<file path="src/rtl/i2c_bus_monitor_if.sv">
// rtl/i2c_bus_monitor_if.sv - bus levels, control strobes and status flags of the I2C bus monitor
interface i2c_bus_monitor_if #(
  parameter int PRESCALE_W = 16,
  parameter int TOUT_W     = 20
);
  logic [PRESCALE_W-1:0] prescale;
  logic [TOUT_W-1:0]     timeout_limit;
  logic                  scl_in;
  logic                  sda_in;
  logic                  sda_oe;
  logic                  master_active;
  logic                  arb_lost_clr;
  logic                  timeout_clr;
  logic                  filter_tick;
  logic                  start_det;
  logic                  rep_start_det;
  logic                  stop_det;
  logic                  bus_busy;
  logic                  bus_free;
  logic                  arb_lost;
  logic                  scl_timeout;

  modport master (
    output prescale, timeout_limit, scl_in, sda_in, sda_oe, master_active,
           arb_lost_clr, timeout_clr,
    input  filter_tick, start_det, rep_start_det, stop_det, bus_busy, bus_free,
           arb_lost, scl_timeout
  );

  modport slave (
    input  prescale, timeout_limit, scl_in, sda_in, sda_oe, master_active,
           arb_lost_clr, timeout_clr,
    output filter_tick, start_det, rep_start_det, stop_det, bus_busy, bus_free,
           arb_lost, scl_timeout
  );
endinterface

</file>
<file path="src/rtl/i2c_bus_monitor.sv">
// rtl/i2c_bus_monitor.sv - I2C bus state tracker: START/STOP detection, tBUF, SCL-low timeout, arbitration loss
module i2c_bus_monitor #(
  parameter int PRESCALE_W = 16,
  parameter int TBUF_TICKS = 8,
  parameter int TOUT_W     = 20
) (
  input  logic             clk_sync,
  input  logic             reset_n,
  i2c_bus_monitor_if.slave bus_if
);
  localparam int TBUF_W = $clog2(TBUF_TICKS + 1);

  typedef enum logic [1:0] {
    ST_IDLE,
    ST_BUSY,
    ST_FREE_WAIT
  } state_t;

  state_t                r_state;
  state_t                w_state_nxt;
  logic [PRESCALE_W-1:0] r_presc_cnt;
  logic                  r_tick;
  logic                  w_tick;
  logic                  r_scl_q;
  logic                  r_sda_q;
  logic                  r_primed;
  logic [TBUF_W-1:0]     r_tbuf_cnt;
  logic [TBUF_W-1:0]     w_tbuf_nxt;
  logic [TOUT_W-1:0]     r_low_cnt;
  logic                  r_start_det;
  logic                  r_rep_start_det;
  logic                  r_stop_det;
  logic                  r_bus_busy;
  logic                  r_bus_free;
  logic                  r_arb_lost;
  logic                  r_scl_timeout;
  logic                  w_start;
  logic                  w_stop;
  logic                  w_scl_rise;
  logic                  w_timeout;
  logic                  w_arb_set;
  logic                  w_start_nxt;
  logic                  w_rep_nxt;
  logic                  w_stop_nxt;
  logic                  w_tout_set;

  // Compare with >= so a prescale reduced below the running count fires on the next edge.
  assign w_tick = (r_presc_cnt >= bus_if.prescale);

  always_ff @(posedge clk_sync or negedge reset_n) begin
    if (!reset_n) begin
      r_presc_cnt <= '0;
      r_tick      <= 1'b0;
    end else begin
      r_tick      <= w_tick;
      r_presc_cnt <= w_tick ? '0 : r_presc_cnt + 1'b1;
    end
  end

  // r_primed masks the first cycle after reset so a bus held with SDA low is not seen as START.
  always_ff @(posedge clk_sync or negedge reset_n) begin
    if (!reset_n) begin
      r_scl_q  <= 1'b1;
      r_sda_q  <= 1'b1;
      r_primed <= 1'b0;
    end else begin
      r_scl_q  <= bus_if.scl_in;
      r_sda_q  <= bus_if.sda_in;
      r_primed <= 1'b1;
    end
  end

  assign w_start    = r_primed & r_scl_q & bus_if.scl_in & r_sda_q & ~bus_if.sda_in;
  assign w_stop     = r_primed & r_scl_q & bus_if.scl_in & ~r_sda_q & bus_if.sda_in;
  assign w_scl_rise = r_primed & ~r_scl_q & bus_if.scl_in;
  assign w_timeout  = (r_state == ST_BUSY) && (bus_if.timeout_limit != '0) &&
                      (r_low_cnt >= bus_if.timeout_limit);

  always_ff @(posedge clk_sync or negedge reset_n) begin
    if (!reset_n) begin
      r_state    <= ST_IDLE;
      r_tbuf_cnt <= '0;
    end else begin
      r_state    <= w_state_nxt;
      r_tbuf_cnt <= w_tbuf_nxt;
    end
  end

  always_comb begin
    w_state_nxt = r_state;
    w_tbuf_nxt  = r_tbuf_cnt;
    w_start_nxt = 1'b0;
    w_rep_nxt   = 1'b0;
    w_stop_nxt  = 1'b0;
    w_tout_set  = 1'b0;
    case (r_state)
      ST_IDLE: begin
        w_tbuf_nxt = '0;
        if (w_start) begin
          w_start_nxt = 1'b1;
          w_state_nxt = ST_BUSY;
        end else if (w_stop) begin
          w_stop_nxt = 1'b1;
        end
      end
      ST_BUSY: begin
        w_tbuf_nxt = '0;
        if (w_timeout) begin
          w_tout_set  = 1'b1;
          w_state_nxt = ST_IDLE;
        end else if (w_start) begin
          w_start_nxt = 1'b1;
          w_rep_nxt   = 1'b1;
        end else if (w_stop) begin
          w_stop_nxt  = 1'b1;
          w_state_nxt = ST_FREE_WAIT;
        end
      end
      ST_FREE_WAIT: begin
        if (w_start) begin
          w_start_nxt = 1'b1;
          w_tbuf_nxt  = '0;
          w_state_nxt = ST_BUSY;
        end else if (w_stop) begin
          w_stop_nxt = 1'b1;
          w_tbuf_nxt = '0;
        end else if (r_tick) begin
          if (r_tbuf_cnt >= TBUF_W'(TBUF_TICKS - 1)) begin
            w_tbuf_nxt  = '0;
            w_state_nxt = ST_IDLE;
          end else begin
            w_tbuf_nxt = r_tbuf_cnt + 1'b1;
          end
        end
      end
      default: begin
        w_tbuf_nxt  = '0;
        w_state_nxt = ST_IDLE;
      end
    endcase
  end

  // Saturating SCL-low counter, held at zero whenever SCL is high or the bus is not BUSY.
  always_ff @(posedge clk_sync or negedge reset_n) begin
    if (!reset_n) begin
      r_low_cnt <= '0;
    end else if ((w_state_nxt != ST_BUSY) || bus_if.scl_in) begin
      r_low_cnt <= '0;
    end else if (r_tick && (r_low_cnt != '1)) begin
      r_low_cnt <= r_low_cnt + 1'b1;
    end
  end

  assign w_arb_set = bus_if.master_active & ~bus_if.sda_oe &
                     (((r_state == ST_BUSY) & w_scl_rise & ~bus_if.sda_in) | w_start | w_stop);

  always_ff @(posedge clk_sync or negedge reset_n) begin
    if (!reset_n) begin
      r_start_det     <= 1'b0;
      r_rep_start_det <= 1'b0;
      r_stop_det      <= 1'b0;
      r_bus_busy      <= 1'b0;
      r_bus_free      <= 1'b1;
      r_arb_lost      <= 1'b0;
      r_scl_timeout   <= 1'b0;
    end else begin
      r_start_det     <= w_start_nxt;
      r_rep_start_det <= w_rep_nxt;
      r_stop_det      <= w_stop_nxt;
      r_bus_busy      <= (w_state_nxt == ST_BUSY);
      r_bus_free      <= (w_state_nxt == ST_IDLE);
      if (w_arb_set) begin
        r_arb_lost <= 1'b1;
      end else if (bus_if.arb_lost_clr) begin
        r_arb_lost <= 1'b0;
      end
      if (w_tout_set) begin
        r_scl_timeout <= 1'b1;
      end else if (bus_if.timeout_clr) begin
        r_scl_timeout <= 1'b0;
      end
    end
  end

  assign bus_if.filter_tick   = r_tick;
  assign bus_if.start_det     = r_start_det;
  assign bus_if.rep_start_det = r_rep_start_det;
  assign bus_if.stop_det      = r_stop_det;
  assign bus_if.bus_busy      = r_bus_busy;
  assign bus_if.bus_free      = r_bus_free;
  assign bus_if.arb_lost      = r_arb_lost;
  assign bus_if.scl_timeout   = r_scl_timeout;
endmodule
</file>
<file path="src/flat_wrapper.sv">
// flat-port wrapper written by rule: the top's interface ports become plain ports
module i2c_bus_monitor_flat 
#(
  parameter int PRESCALE_W = 16,
  parameter int TBUF_TICKS = 8,
  parameter int TOUT_W     = 20
)
  (clk_sync, reset_n, bus_if_prescale, bus_if_timeout_limit, bus_if_scl_in, bus_if_sda_in, bus_if_sda_oe, bus_if_master_active, bus_if_arb_lost_clr, bus_if_timeout_clr, bus_if_filter_tick, bus_if_start_det, bus_if_rep_start_det, bus_if_stop_det, bus_if_bus_busy, bus_if_bus_free, bus_if_arb_lost, bus_if_scl_timeout);
  i2c_bus_monitor_if #(.PRESCALE_W(PRESCALE_W), .TOUT_W(TOUT_W)) bus_if_i ();
  input  logic clk_sync;
  input  logic reset_n;
  input wire logic [$bits(bus_if_i.prescale)-1:0] bus_if_prescale;
  input wire logic [$bits(bus_if_i.timeout_limit)-1:0] bus_if_timeout_limit;
  input wire logic [$bits(bus_if_i.scl_in)-1:0] bus_if_scl_in;
  input wire logic [$bits(bus_if_i.sda_in)-1:0] bus_if_sda_in;
  input wire logic [$bits(bus_if_i.sda_oe)-1:0] bus_if_sda_oe;
  input wire logic [$bits(bus_if_i.master_active)-1:0] bus_if_master_active;
  input wire logic [$bits(bus_if_i.arb_lost_clr)-1:0] bus_if_arb_lost_clr;
  input wire logic [$bits(bus_if_i.timeout_clr)-1:0] bus_if_timeout_clr;
  output wire logic [$bits(bus_if_i.filter_tick)-1:0] bus_if_filter_tick;
  output wire logic [$bits(bus_if_i.start_det)-1:0] bus_if_start_det;
  output wire logic [$bits(bus_if_i.rep_start_det)-1:0] bus_if_rep_start_det;
  output wire logic [$bits(bus_if_i.stop_det)-1:0] bus_if_stop_det;
  output wire logic [$bits(bus_if_i.bus_busy)-1:0] bus_if_bus_busy;
  output wire logic [$bits(bus_if_i.bus_free)-1:0] bus_if_bus_free;
  output wire logic [$bits(bus_if_i.arb_lost)-1:0] bus_if_arb_lost;
  output wire logic [$bits(bus_if_i.scl_timeout)-1:0] bus_if_scl_timeout;
  assign bus_if_i.prescale = bus_if_prescale;
  assign bus_if_i.timeout_limit = bus_if_timeout_limit;
  assign bus_if_i.scl_in = bus_if_scl_in;
  assign bus_if_i.sda_in = bus_if_sda_in;
  assign bus_if_i.sda_oe = bus_if_sda_oe;
  assign bus_if_i.master_active = bus_if_master_active;
  assign bus_if_i.arb_lost_clr = bus_if_arb_lost_clr;
  assign bus_if_i.timeout_clr = bus_if_timeout_clr;
  assign bus_if_filter_tick = bus_if_i.filter_tick;
  assign bus_if_start_det = bus_if_i.start_det;
  assign bus_if_rep_start_det = bus_if_i.rep_start_det;
  assign bus_if_stop_det = bus_if_i.stop_det;
  assign bus_if_bus_busy = bus_if_i.bus_busy;
  assign bus_if_bus_free = bus_if_i.bus_free;
  assign bus_if_arb_lost = bus_if_i.arb_lost;
  assign bus_if_scl_timeout = bus_if_i.scl_timeout;
  i2c_bus_monitor #(.PRESCALE_W(PRESCALE_W), .TBUF_TICKS(TBUF_TICKS), .TOUT_W(TOUT_W)) u_core (.clk_sync(clk_sync), .reset_n(reset_n), .bus_if(bus_if_i));
endmodule
</file>
<file path="config.mk">
export PLATFORM = sky130hd
export DESIGN_NAME = i2c_bus_monitor_flat
export DESIGN_NICKNAME = d
export VERILOG_FILES = /design/src/rtl/i2c_bus_monitor_if.sv /design/src/rtl/i2c_bus_monitor.sv /design/src/flat_wrapper.sv
export SDC_FILE = /design/constraint.sdc
export NUM_CORES = 1
export LEC_CHECK = 0
export ABC_CLOCK_PERIOD_IN_PS = 4300
export BUFFER_PORTS_ARGS = -buffer_cell sky130_fd_sc_hd__buf_2
export CELL_PAD_IN_SITES_DETAIL_PLACEMENT = 0
export CELL_PAD_IN_SITES_GLOBAL_PLACEMENT = 2
export CORE_MARGIN = 4
export CORE_UTILIZATION = 30
export DETAILED_ROUTE_END_ITERATION = 7
export PLACE_DENSITY = 0.69
export SYNTH_ARGS = -nofsm -noshare
export SYNTH_HDL_FRONTEND = slang
export SYNTH_SLANG_ARGS = --single-unit
</file>
<file path="constraint.sdc">
create_clock -name clk_sync -period 4.3 [get_ports clk_sync]
set_clock_uncertainty 0.05 [all_clocks]
set_input_delay 0 -clock clk_sync [delete_from_list [all_inputs] [get_ports clk_sync]]
set_output_delay 0 -clock clk_sync [all_outputs]
set_load 0.01 [all_outputs]
</file>
* Word-level counts from Yosys, hierarchy flattened
Cells that the tools add are included.
Storage, ports and cells: register bits 53, bits of input ports 44, logic and storage cells 87, output and inout port bits 8
Operators by class: add/sub/neg operators 3, bitwise gates (word level) 18, reductions and logical operators 11, multiplexer cells 31, order comparisons 3, equality and inequality tests 6
Operators by type and width (count):
- 2-to-1 mux 20 bit | 2
- adder 20 x 1 -> 20 bit, second input constant | 1
- >= comparator 20 bit | 1
- 2-to-1 mux 4 bit | 5
- != test 20 bit, second input constant | 1
- nonzero test 20 bit | 1
- adder 16 x 1 -> 16 bit, second input constant | 1
- >= comparator 16 bit | 1
- 2-to-1 mux 16 bit | 1
- 2-to-1 mux 2 bit | 8
- bitwise AND 1 bit | 12
- 2-to-1 mux 1 bit | 12
- case mux 2 bit (3 select lines) | 1
- nonzero test 2 bit | 3
- adder 4 x 1 -> 4 bit, second input constant | 1
- == test 2 x 1 -> 1 bit, second input constant | 2
- >= comparator 4 x 3 -> 1 bit, second input constant | 1
- zero test 2 bit | 2
- != test 4 x 1 -> 1 bit, second input constant | 1
- inverter 1 bit | 4
- case mux 1 bit (2 select lines) | 2
- logical AND 1 bit | 3
- == test 2 bit, second input constant | 1
- != test 2 x 1 -> 1 bit, second input constant | 1
- other kinds (3) | 4

* Depth between registers and ports, before layout
depth in word-level cells 11, mapped depth 9, gate-level depth less buffers 8

* Worst setup path before layout
OpenSTA, ideal clock, no wires.
kind register to register, start register u_core.r_presc_cnt[0], end register u_core.r_presc_cnt[9], period minus slack after synthesis 2.025 ns, data arrival time 1.906 ns, data required time 4.181 ns, path buffers 1, stages on the path, launching flop included 10, library setup time 0.069 ns, slack 2.275 ns, path through dfrtp_1 inv_1 ha_1 nand2b_1 a21o_1 a2111oi_2 o31a_2 o221ai_4 buf_6 nor2_2
Between the ends: cells in the longest elaborated chain, start to end 2, elaborated cells between the ends (all ways) 3, classes of those cells add/sub: 1; order compare: 1; mux: 1
Ends and longest elaborated chain:
- start: declaration | RTL line i2c_bus_monitor.sv:21 | logic [PRESCALE_W-1:0] r_presc_cnt;
- start signal: assignment | RTL line i2c_bus_monitor.sv:56 | r_presc_cnt <= w_tick ? '0 : r_presc_cnt + 1'b1;
- >= comparator 16 bit | RTL line i2c_bus_monitor.sv:48 | assign w_tick = (r_presc_cnt >= bus_if.prescale);
- via u_core.w_tick | RTL line i2c_bus_monitor.sv:23 | logic w_tick;
- 2-to-1 mux 16 bit | RTL line i2c_bus_monitor.sv:56
The timed path passes the listed nets, and every way through them passes these cells. A chain may end at the register's enable or synchronous reset.

* Worst setup path after layout
start register u_core.r_low_cnt[2], end register u_core.r_low_cnt[7]
Between the ends: cells in the longest elaborated chain, start to end 7, elaborated cells between the ends (all ways) 12, classes of those cells add/sub: 1; order compare: 1; eq/ne: 2; mux: 4; reduce/logical: 4
Ends and longest elaborated chain:
- start: declaration | RTL line i2c_bus_monitor.sv:29 | logic [TOUT_W-1:0] r_low_cnt;
- start signal: assignment | RTL line i2c_bus_monitor.sv:150 | r_low_cnt <= r_low_cnt + 1'b1;
- >= comparator 20 bit | RTL line i2c_bus_monitor.sv:77 | (r_low_cnt >= bus_if.timeout_limit);
- logical AND 1 bit | RTL line i2c_bus_monitor.sv:76 | assign w_timeout = (r_state == ST_BUSY) && (bus_if.timeout_limit != '0) &&
- 2-to-1 mux 2 bit | RTL line i2c_bus_monitor.sv:108 | if (w_timeout) begin
- case mux 2 bit (3 select lines) | RTL line i2c_bus_monitor.sv:96 | case (r_state)
- != test 2 x 1 -> 1 bit | RTL line i2c_bus_monitor.sv:147 | end else if ((w_state_nxt != ST_BUSY) || bus_if.scl_in) begin
- logical OR 1 bit | RTL line i2c_bus_monitor.sv:147
- 2-to-1 mux 20 bit or nonzero test 2 bit (tied branches)
Several ways; a longest one is shown, not always the timed one. The select of a mux whose other input is x is not followed.

==> flow_summary.ini <==
[sta]
finalMaxSlewViolations = 0
whs_ps = 283
fin_crit_sh = 0.647
period_needed_ps = 2780
finalSetupViolations = 0
maxSlewHeadroom = 0.266
finalSetupTns_ps = 0
hold_violations = 0
rsz0062_at_grt = no
fmax_ghz = 0.359
worstMarginPinSlew_ps = 1100

[placed_design]
hpwl_um = 6460
gp_congestion = 0.765
port_buffers = 51
dp_cells = 569

[floorplan]
die_w_um = 117
core_um2 = 11500
rows = 39
die_height_um = 117
io_pins = 52
initial_core_util = 0.309
dieArea_um2 = 13600

[synthesis]
synth_edf_count = 0
synth_ff_type = dfrtp_1
ys_types = 61
avgSynthCellArea_um2 = 9.30
syn-instance-count = 381
synth_fp_nets = 464
synthArstFlopShare = 1.00
syn-cell-area_um2 = 3540
ys_warn_count = 0
ys_ff_latch = 53
yosysSeqAreaShare = 0.375

[setup_path]
crit_fanout = 20
cp-start-kind = register
arrival_ps = 2860
cp-end-kind = register
setup.worst_path.class = register to register
critical_path_required_ps = 4380

[final_layout]
antenna_cells = 0
final_layout_size_suffix_gt1_frac = 0.195
fin_util = 0.362
syn_to_final_growth_pct = 17.1
layout.nets = 522
final_cells = 583
fillers = 1190

[clock_network]
h-tree-depth = 2
holdBufCountCts = 6
clockBufferDepth = 2
numCtsBuffers = 5
clockRootBuffer = clkbuf_16
cts_tree = done
clkLatencyLatePin_ps = 290
clk_pin_slew_ps = 70
cts_resized = 0
clkSinkCount = 53
cts_post_setup_buffers_inserted = 0

[outcome]
status = complete, no violations

[global_routing]
grt_first_pass_wirelength_um = 13700
antenna_found_initial = 0
grt_max_degree = 54
grt_usage = 0.129
grt_overflow = 0
grt_pass1_vias = 2819

[route]
vias_per_cell = 4.84
vias = 2819
avgRoutedWirePerCell_um = 14.2
drt_iter0_drc = 121
drt-total-wl_um = 8290
drc_errors = 0
antenna_left = 0
drtPass1Iterations = 4

[pwr]
p_leak_nw = 2.05
max-vdd-ir-drop_v = 0.000173
powerDensity_nw_per_um2 = 308
power.total_mw = 1.28

[min_path]
hp-class = primary input to register

[run]
drv_cap = 0
[routing by layer]
layer	vias up	global-route usage	wire [um]
li1	1437	-	-
met1	1317	0.176	4060
met2	58	0.212	3780
met3	7	0.0218	348
met4	0	0.0344	95
met5	-	0	0
[cells in the final DEF (no fill, tap or decap), drive strengths merged, types with 6 or more instances in the layout]
cell type    Yosys  routed
a21o             7       7
a21oi           14      14
and3            10      10
buf              5      52
clkbuf           2       6
dfrtp           50      50
dlygate4sd3      0       6
ha              39      39
inv             44      44
nand2           20      20
nand3           16      16
nand4           13      13
nor2            60      60
nor3            10      10
nor4             6       6
xnor2           19      19
xor2            14      14
[cell type report]
| cell class | count | area (um^2) | share of cell area |
|---|---|---|---|
| tap | 143 | 179 | 0.0431 |
| timing repair buffer | 58 | 323 | 0.0778 |
| clock inverter | 2 | 13.8 | 0.00332 |
| clock buffer | 6 | 139 | 0.0335 |
| sequential | 53 | 1330 | 0.321 |
| multi-input combinational | 277 | 2000 | 0.482 |
| inverter | 44 | 165 | 0.0398 |
[critical path, stage by stage (launching register included)]
cell and delay (ps):
dfrtp_1 430, ha_1 300, o21ai_0 80, o21a_1 190
o41ai_2 410, nor2_1 130, a31oi_2 900, nor2_1 120
[state kept, by name (all words and copies together) (netlist names), 2 cells and up]
name                flops
u_core.r_low_cnt       20
u_core.r_presc_cnt     16
u_core.r_state          2
u_core.r_tbuf_cnt       4
[cells by family (layout without fill, tap and decap cells)]
| logic type | Yosys count | in the layout | synth area share |
|---|---|---|---|
| simple gates | 151 | 151 | 0.219 |
| fa+ha+maj | 39 | 39 | 0.138 |
| other cells | 1 | 1 | 0.00106 |
| buf+inv | 51 | 110 | 0.0607 |
| compound gates | 53 | 53 | 0.124 |
| flops | 53 | 53 | 0.375 |
| xor+xnor | 33 | 33 | 0.0816 |
[path summary, 6_finish.rpt]
path / startpoint / end / slack (ps) / cells after the start
max in group asynchronous: reset_n / u_core.bus_if.stop_det / 3390 / 3
hold / removal: bus_if_timeout_limit[13] / u_core.bus_if.rep_start_det / 280 / 6
setup / recovery: u_core.r_low_cnt[2] / u_core.r_low_cnt[7] / 1520 / 7
min in group asynchronous: reset_n / u_core.r_presc_cnt[13] / 320 / 3
hold reg to reg: u_core.bus_if.scl_timeout / u_core.bus_if.scl_timeout / 470 / 1
setup reg to reg: u_core.r_low_cnt[2] / u_core.r_low_cnt[7] / 1520 / 7
[report_power, final]
part	internal (mW)	switching, mW
Clock	0.232	0.183
Combinational	0.114	0.149
Sequential	0.547	0.0530
[per-stage QoR]
step / setup slack (ps) / area (um^2)
after floorplan: 2280 / 3540
after global placement: 1560 / 3940
after detailed placement: 1450 / 3940
after CTS: 1440 / 4150
after global routing: 1220 / 4150
final: 1520 / 4150
[synthesized netlist by cell type (3+ instances only)]
library cell   n  area (um^2)
and4_1         3         26.3
nor2_1        53          199
nor2_2         6         37.5
a21oi_1       13         65.1
nand3_1       15         75.1
nand2b_1       3         18.8
o21ai_0        3         15.0
xor2_1        14          123
nor4_1         6         37.5
and3_1        10         62.6
ha_1          39          488
nor3_1         8         40.0
inv_1         44          165
dfrtp_1       50         1250
nand4_1       12         75.1
a21o_1         7         52.6
xnor2_1       19          166
dfstp_2        3         78.8
nand2_1       20         75.1
Power figures use the tool's default switching activity.
